--- config.mk ---
export PLATFORM = sky130hd
export DESIGN_NAME = flags_controller_flat
export DESIGN_NICKNAME = d
export VERILOG_FILES = /design/src/rtl/flags_controller_if.sv /design/src/rtl/flags_controller.sv /design/src/flat_wrapper.sv
export SDC_FILE = /design/constraint.sdc
export NUM_CORES = 1
export LEC_CHECK = 0
export BUFFER_PORTS_ARGS = -buffer_cell sky130_fd_sc_hd__buf_2
export CORE_ASPECT_RATIO = 0.5
export CORE_MARGIN = 2
export CORE_UTILIZATION = 45
export CTS_CLUSTER_SIZE = 40
export DETAILED_ROUTE_END_ITERATION = 8
export PLACE_DENSITY = 0.77
export SYNTH_ARGS = -nofsm -noshare
export SYNTH_HDL_FRONTEND = slang
export SYNTH_SLANG_ARGS = --single-unit
--- constraint.sdc ---
create_clock -name i_clk -period 5.6 [get_ports i_clk]
set_clock_uncertainty 0.1 [all_clocks]
set_input_delay 0.28 -clock i_clk [delete_from_list [all_inputs] [get_ports i_clk]]
set_output_delay 0.28 -clock i_clk [all_outputs]
set_load 0.02 [all_outputs]
--- src/rtl/flags_controller_if.sv ---
// Bundle of the flags controller's request and status signals.
// Signal prefixes are from the controller's point of view: i_* flow into
// the controller, o_* flow out of it.
interface flags_controller_if #(
  parameter int P_FLAG_WIDTH = 5,
  parameter int P_PTR_WIDTH  = 3
);

  logic                    i_alu_valid;
  logic [P_FLAG_WIDTH-1:0] i_alu_mask;
  logic [P_FLAG_WIDTH-1:0] i_alu_flags;
  logic                    i_wr_valid;
  logic [P_FLAG_WIDTH-1:0] i_wr_flags;
  logic                    i_save;
  logic                    i_restore;
  logic [3:0]              i_cond;
  logic                    i_err_clr;

  logic [P_FLAG_WIDTH-1:0] o_flags;
  logic                    o_cond_true;
  logic [P_PTR_WIDTH-1:0]  o_depth;
  logic                    o_stack_full;
  logic                    o_stack_empty;
  logic                    o_err;

  // The side that issues requests (ALU, decoder, control unit).
  modport master (
    output i_alu_valid, i_alu_mask, i_alu_flags,
    output i_wr_valid, i_wr_flags,
    output i_save, i_restore, i_cond, i_err_clr,
    input  o_flags, o_cond_true, o_depth,
    input  o_stack_full, o_stack_empty, o_err
  );

  // The flags controller itself.
  modport slave (
    input  i_alu_valid, i_alu_mask, i_alu_flags,
    input  i_wr_valid, i_wr_flags,
    input  i_save, i_restore, i_cond, i_err_clr,
    output o_flags, o_cond_true, o_depth,
    output o_stack_full, o_stack_empty, o_err
  );

endinterface

--- src/rtl/flags_controller.sv ---
// Processor status flags register with a small interrupt shadow stack.
// Flag bit map: [0]=C, [1]=L, [2]=F, [3]=Z, [4]=N.
// Arbitrates restore / software write / ALU update into the flags, keeps a
// LIFO of saved flags for nested interrupts, flags misuse of that stack in a
// sticky error, and evaluates branch condition codes against the flags.
module flags_controller #(
  parameter int P_FLAG_WIDTH = 5,
  parameter int P_DEPTH      = 4,
  parameter int P_PTR_WIDTH  = 3
) (
  input  logic                  i_clk,
  input  logic                  i_nreset,
  flags_controller_if.slave     bus
);

  localparam int L_IDX_WIDTH = $clog2(P_DEPTH);
  localparam logic [P_PTR_WIDTH-1:0] L_FULL_COUNT = P_PTR_WIDTH'(P_DEPTH);

  // Flag bit positions, used by the condition decoder.
  localparam int L_BIT_C = 0;
  localparam int L_BIT_L = 1;
  localparam int L_BIT_F = 2;
  localparam int L_BIT_Z = 3;
  localparam int L_BIT_N = 4;

  logic [P_FLAG_WIDTH-1:0] r_flags;
  logic [P_PTR_WIDTH-1:0]  r_depth;
  logic                    r_err;
  logic [P_FLAG_WIDTH-1:0] r_stack [P_DEPTH];

  logic                    w_full;
  logic                    w_empty;
  logic                    w_conflict;
  logic                    w_push;
  logic                    w_pop;
  logic                    w_err_event;
  logic [L_IDX_WIDTH-1:0]  w_push_idx;
  logic [L_IDX_WIDTH-1:0]  w_top_idx;
  logic [P_FLAG_WIDTH-1:0] w_top_flags;
  logic [P_FLAG_WIDTH-1:0] w_alu_merged;
  logic [P_FLAG_WIDTH-1:0] w_next_flags;
  logic [P_PTR_WIDTH-1:0]  w_next_depth;
  logic                    w_cond_true;

  assign w_full  = (r_depth == L_FULL_COUNT);
  assign w_empty = (r_depth == '0);

  // The next free slot is the current depth; the top entry sits one below.
  // When full the low index bits wrap to 0, which is never used for a push.
  assign w_push_idx  = r_depth[L_IDX_WIDTH-1:0];
  assign w_top_idx   = r_depth[L_IDX_WIDTH-1:0] - 1'b1;
  assign w_top_flags = r_stack[w_top_idx];

  // Decide whether this cycle legally pushes or pops, and whether the stack
  // request is an error (simultaneous save/restore, overflow, underflow).
  always_comb begin
    w_conflict  = bus.i_save & bus.i_restore;
    w_push      = 1'b0;
    w_pop       = 1'b0;
    w_err_event = 1'b0;
    if (w_conflict) begin
      w_err_event = 1'b1;
    end else if (bus.i_save) begin
      if (w_full) begin
        w_err_event = 1'b1;
      end else begin
        w_push = 1'b1;
      end
    end else if (bus.i_restore) begin
      if (w_empty) begin
        w_err_event = 1'b1;
      end else begin
        w_pop = 1'b1;
      end
    end
  end

  // Select the next flags value: restore beats software write beats ALU.
  always_comb begin
    w_alu_merged = (r_flags & ~bus.i_alu_mask) | (bus.i_alu_flags & bus.i_alu_mask);
    w_next_flags = r_flags;
    if (w_pop) begin
      w_next_flags = w_top_flags;
    end else if (bus.i_wr_valid) begin
      w_next_flags = bus.i_wr_flags;
    end else if (bus.i_alu_valid) begin
      w_next_flags = w_alu_merged;
    end
  end

  // Depth only moves on a legal push or pop, so it can never wrap.
  always_comb begin
    w_next_depth = r_depth;
    if (w_push) begin
      w_next_depth = r_depth + 1'b1;
    end else if (w_pop) begin
      w_next_depth = r_depth - 1'b1;
    end
  end

  // Flags and depth registers.
  always_ff @(posedge i_clk or negedge i_nreset) begin
    if (!i_nreset) begin
      r_flags <= '0;
      r_depth <= '0;
    end else begin
      r_flags <= w_next_flags;
      r_depth <= w_next_depth;
    end
  end

  // Shadow stack storage; a push captures the flags as they were before
  // this edge, regardless of any write landing in the flags register.
  always_ff @(posedge i_clk or negedge i_nreset) begin
    if (!i_nreset) begin
      for (int i = 0; i < P_DEPTH; i++) begin
        r_stack[i] <= '0;
      end
    end else if (w_push) begin
      r_stack[w_push_idx] <= r_flags;
    end
  end

  // Sticky error: a new error outranks a simultaneous clear.
  always_ff @(posedge i_clk or negedge i_nreset) begin
    if (!i_nreset) begin
      r_err <= 1'b0;
    end else if (w_err_event) begin
      r_err <= 1'b1;
    end else if (bus.i_err_clr) begin
      r_err <= 1'b0;
    end
  end

  // Branch condition decode against the registered flags.
  always_comb begin
    w_cond_true = 1'b0;
    case (bus.i_cond)
      4'h0:    w_cond_true =  r_flags[L_BIT_Z];
      4'h1:    w_cond_true = ~r_flags[L_BIT_Z];
      4'h2:    w_cond_true =  r_flags[L_BIT_C];
      4'h3:    w_cond_true = ~r_flags[L_BIT_C];
      4'h4:    w_cond_true =  r_flags[L_BIT_L];
      4'h5:    w_cond_true = ~r_flags[L_BIT_L];
      4'h6:    w_cond_true =  r_flags[L_BIT_N];
      4'h7:    w_cond_true = ~r_flags[L_BIT_N];
      4'h8:    w_cond_true =  r_flags[L_BIT_F];
      4'h9:    w_cond_true = ~r_flags[L_BIT_F];
      4'hA:    w_cond_true = ~r_flags[L_BIT_L] & ~r_flags[L_BIT_Z];
      4'hB:    w_cond_true =  r_flags[L_BIT_L] |  r_flags[L_BIT_Z];
      4'hC:    w_cond_true = ~r_flags[L_BIT_N] & ~r_flags[L_BIT_Z];
      4'hD:    w_cond_true =  r_flags[L_BIT_N] |  r_flags[L_BIT_Z];
      4'hE:    w_cond_true = 1'b1;
      default: w_cond_true = 1'b0;
    endcase
  end

  assign bus.o_flags       = r_flags;
  assign bus.o_cond_true   = w_cond_true;
  assign bus.o_depth       = r_depth;
  assign bus.o_stack_full  = w_full;
  assign bus.o_stack_empty = w_empty;
  assign bus.o_err         = r_err;

endmodule

--- src/flat_wrapper.sv ---
// flat-port wrapper written by rule: the top's interface ports become plain ports
module flags_controller_flat 
#(
  parameter int P_FLAG_WIDTH = 5,
  parameter int P_DEPTH      = 4,
  parameter int P_PTR_WIDTH  = 3
)
  (i_clk, i_nreset, bus_i_alu_valid, bus_i_alu_mask, bus_i_alu_flags, bus_i_wr_valid, bus_i_wr_flags, bus_i_save, bus_i_restore, bus_i_cond, bus_i_err_clr, bus_o_flags, bus_o_cond_true, bus_o_depth, bus_o_stack_full, bus_o_stack_empty, bus_o_err);
  flags_controller_if #(.P_FLAG_WIDTH(P_FLAG_WIDTH), .P_PTR_WIDTH(P_PTR_WIDTH)) bus_i ();
  input  logic i_clk;
  input  logic i_nreset;
  input wire logic [$bits(bus_i.i_alu_valid)-1:0] bus_i_alu_valid;
  input wire logic [$bits(bus_i.i_alu_mask)-1:0] bus_i_alu_mask;
  input wire logic [$bits(bus_i.i_alu_flags)-1:0] bus_i_alu_flags;
  input wire logic [$bits(bus_i.i_wr_valid)-1:0] bus_i_wr_valid;
  input wire logic [$bits(bus_i.i_wr_flags)-1:0] bus_i_wr_flags;
  input wire logic [$bits(bus_i.i_save)-1:0] bus_i_save;
  input wire logic [$bits(bus_i.i_restore)-1:0] bus_i_restore;
  input wire logic [$bits(bus_i.i_cond)-1:0] bus_i_cond;
  input wire logic [$bits(bus_i.i_err_clr)-1:0] bus_i_err_clr;
  output wire logic [$bits(bus_i.o_flags)-1:0] bus_o_flags;
  output wire logic [$bits(bus_i.o_cond_true)-1:0] bus_o_cond_true;
  output wire logic [$bits(bus_i.o_depth)-1:0] bus_o_depth;
  output wire logic [$bits(bus_i.o_stack_full)-1:0] bus_o_stack_full;
  output wire logic [$bits(bus_i.o_stack_empty)-1:0] bus_o_stack_empty;
  output wire logic [$bits(bus_i.o_err)-1:0] bus_o_err;
  assign bus_i.i_alu_valid = bus_i_alu_valid;
  assign bus_i.i_alu_mask = bus_i_alu_mask;
  assign bus_i.i_alu_flags = bus_i_alu_flags;
  assign bus_i.i_wr_valid = bus_i_wr_valid;
  assign bus_i.i_wr_flags = bus_i_wr_flags;
  assign bus_i.i_save = bus_i_save;
  assign bus_i.i_restore = bus_i_restore;
  assign bus_i.i_cond = bus_i_cond;
  assign bus_i.i_err_clr = bus_i_err_clr;
  assign bus_o_flags = bus_i.o_flags;
  assign bus_o_cond_true = bus_i.o_cond_true;
  assign bus_o_depth = bus_i.o_depth;
  assign bus_o_stack_full = bus_i.o_stack_full;
  assign bus_o_stack_empty = bus_i.o_stack_empty;
  assign bus_o_err = bus_i.o_err;
  flags_controller #(.P_FLAG_WIDTH(P_FLAG_WIDTH), .P_DEPTH(P_DEPTH), .P_PTR_WIDTH(P_PTR_WIDTH)) u_core (.i_clk(i_clk), .i_nreset(i_nreset), .bus(bus_i));
endmodule
==> results_dict.tcl <==
set metrics [dict create \
    status "completed" \
    finalCritPeriodShare 0.4861 \
    period_minus_slack_ns 2.722 \
    antenna_left 0 \
    cp-start-kind "flip-flop" \
    grt_util_all_layers 0.1817 \
    slowest_delay_ns 0.69 \
    slew_violations 0 \
    hpwl_um 2484 \
    htree_levels 2 \
    power_uw 1020 \
    insertedDiodeCount 0 \
    grt_max_degree 30 \
    synth-edff-count 0 \
    die_area_mm2 0.004191 \
    clock_latency_ns 0.28 \
    leakagePower_uw 0.0008951 \
    async_reset_ff_frac 1.000 \
    drv_cap 0 \
    pwr-share-comb 0.404 \
    area_delta_synth_final_pct 18.22 \
    arrival_ns 2.78 \
    seq_power_share 0.413 \
    power_density_mw_per_mm2 523.7 \
    synth.most_common_cell "dfrtp_1" \
    yosysTopAreaCell "dfrtp_1" \
    nFillCells 300 \
    synthesis.nets 169 \
    drive_gt1_frac 0.4368 \
    clock_power_share 0.184 \
    finalWorstSetupSlack_ns 2.878 \
    via_per_inst 5.276 \
    seqCellArea_um2 725.7 \
    clock-sinks 29 \
    drt_iter0_markers 51 \
    end_kind "flip-flop" \
    fmax_mhz 367.3 \
    p_sw_frac 0.3613 \
    drt-wirelength-per-cell_um 15.46 \
    required_ns 5.66 \
    setup_viol_count_final 0 \
    intPower_uw 651.6 \
    setup-tns-final_ns 0 \
    synth_top_area_frac 0.4404 \
    synth_warnings 0 \
    worstRegToRegCells 9 \
    portBuffers 37 \
    multi_input_area_um2 843.3 \
    cp-endpoint "u_core.bus.o_depth[2]" \
    core_mm2 0.003472 \
    antenna_found_initial 0 \
    vdd_ir_drop_max_mv 0.1833 \
    vias 1187 \
    synth-seq-cells 29 \
    cts_tree "yes" \
    ys_seq_area_frac 0.4404 \
    nets 204 \
    grt_overflow 0 \
    drc 0 \
    crit_fanout 11 \
    clockBufferDepth 2 \
    p_sw_uw 368.6 \
    cts_root_buf "clkbuf_8" \
    min_path_type "input port to flip-flop" \
    num_io_pins 38 \
    reg2reg_to "u_core.bus.o_depth[2]" \
    dieWidth_um 89.58 \
    postSynthAreaPerCell_um2 11.94 \
    rows 15 \
    slew_headroom 0.5753 \
    syn_area_mm2 0.001648 \
    drt_wl_total_um 3479 \
    start_util 0.4746 \
    synth_common_cells "29 x dfrtp_1, 25 x mux2_2, 8 x a21oi_1, 8 x nand2_1, 7 x nor2_1" \
    cp_common_cell "inv_1" \
    startpoint "u_core.bus.o_depth[0]" \
    ff2ff_setup_slack_ns 2.88 \
    syn-instance-count 138 \
    place.gp.congestion 0.7667 \
    synth_area_leaders "dfrtp_1 44%, mux2_2 17%, mux4_2 6.8%" \
    cts_buffers 5 \
    synth_flop_cell "dfrtp_1" \
    final_hold_viol_count 0 \
    rsz0062_at_grt "false" \
    die_h_um 46.79 \
    tightestPinTransition_ns 0.6370 \
    first_pass_iters 4 \
    post-place-ws_ns 2.906 \
    worst_path_max_delay_cell "dfrtp_1" \
    regToRegStartpoint "u_core.bus.o_depth[0]" \
    grt_pass1_wl_um 5250 \
    synth_cell_types 33 \
    clkTransAtPathRegs_ns 0.06 \
    path_class "flip-flop to flip-flop" \
    grt_pass1_vias 1114 \
    crit_path_cell_trace "inv_1 > ha_1 > and2_1 > nor3_1 > inv_1 > fa_1 > nand3_1 > o21ai_0 > xor2_1" \
]
[cell families (layout without fill, tap and decap cells)]
group                      count (synthesis)  after routing  synth area share
buffers and inverters                     15             51           0.04783
DFF                                       29             29            0.4404
and+or+nand+nor                           32             32            0.1048
xor gates and xnor gates                   4              4           0.02126
AOI/OAI and AO/OA                         16             16           0.06075
adders and majority gates                  5              5           0.04252
muxes                                     37             37            0.2825
[worst max-delay path: cells and delay by family (launching register included)]
kind	cells	cell delay (ns)
compound gates	1	0.09
xor+xnor	1	0.16
fa+ha+maj	2	0.68
buf+inv	2	0.27
flops	1	0.69
simple gates	3	0.61
[placed cells by master, fill, tap and decap left out, drive strengths merged]
cell type	netlist	final
clkbuf	6	7
nor2	7	7
xnor2	1	1
or4	1	1
mux4	5	5
dfrtp	29	29
nor2b	2	2
or3b	1	1
and2	2	2
and3	1	1
nand2	8	8
fa	1	1
nor4	1	1
o21a	1	1
o21ai	2	2
inv	5	5
ha	4	4
nor3	2	2
nor3b	3	3
or2b	1	1
mux2	26	26
mux2i	6	6
o211ai	1	1
a21oi	8	8
clkinv	0	1
nand3	1	1
xor2	3	3
buf	4	37
nor4b	2	2
a211oi	2	2
dlygate4sd3	0	1
o311a	2	2
[worst min-delay path by stage]
stage                              from            endpoint  slack (ns)  cells after the start
after floorplan                i_nreset           async pin       -0.12                      0
after global placement         i_nreset  u_core.r_stack[14]        0.23                      1
after detailed placement       i_nreset   u_core.r_stack[9]        0.23                      1
after CTS                 bus_i_restore    u_core.bus.o_err        0.18                      3
after global routing      bus_i_restore    u_core.bus.o_err        0.20                      3
final                     bus_i_restore    u_core.bus.o_err        0.19                      3
[area by class of cell]
| cell class | count | share of cell area |
|---|---|---|
| Sequential cell | 29 | 0.3725 |
| Clock buffer | 7 | 0.04945 |
| Inverter | 5 | 0.009634 |
| Timing Repair Buffer | 38 | 0.1002 |
| Clock inverter | 1 | 0.002569 |
| Multi-Input combinational cell | 94 | 0.4329 |
| Tap cell | 51 | 0.03276 |
[repair_timing]
item	CTS	global route
setup buffers	0	0
resized for setup	0	0
endpoints found under the hold margin	29	0
hold buffers	1	0
[power groups by stage]
stage	logic [uW]	registers [uW]	clock network (uW)
4_1_cts	415	419	191
2_1_floorplan	322	402	0
6_report	412	421	187
5_1_grt	449	435	199
3_5_place_dp	411	422	0
3_3_place_gp	401	411	0
[per-layer routing]
metal,vias to the layer above,GRT usage,routed length [um]
met2,52,0.2824,1534
met4,0,0.06269,17
met1,568,0.2384,1694
met5,-,0,0
li1,565,-,-
met3,2,0.07206,234
[through the flow]
stage                     hold slack (ns)  instance area, um^2  instances    util
final                              0.1854                 1948        225  0.5611
after global routing               0.2000                 1948        225  0.5611
after CTS                          0.1819                 1948        225  0.5611
after detailed placement           0.2346                 1837        216  0.5290
after global placement             0.2275                 1837        216  0.5290
after floorplan                   -0.1156                 1648        138       -
(Power assumes the default switching activity.)
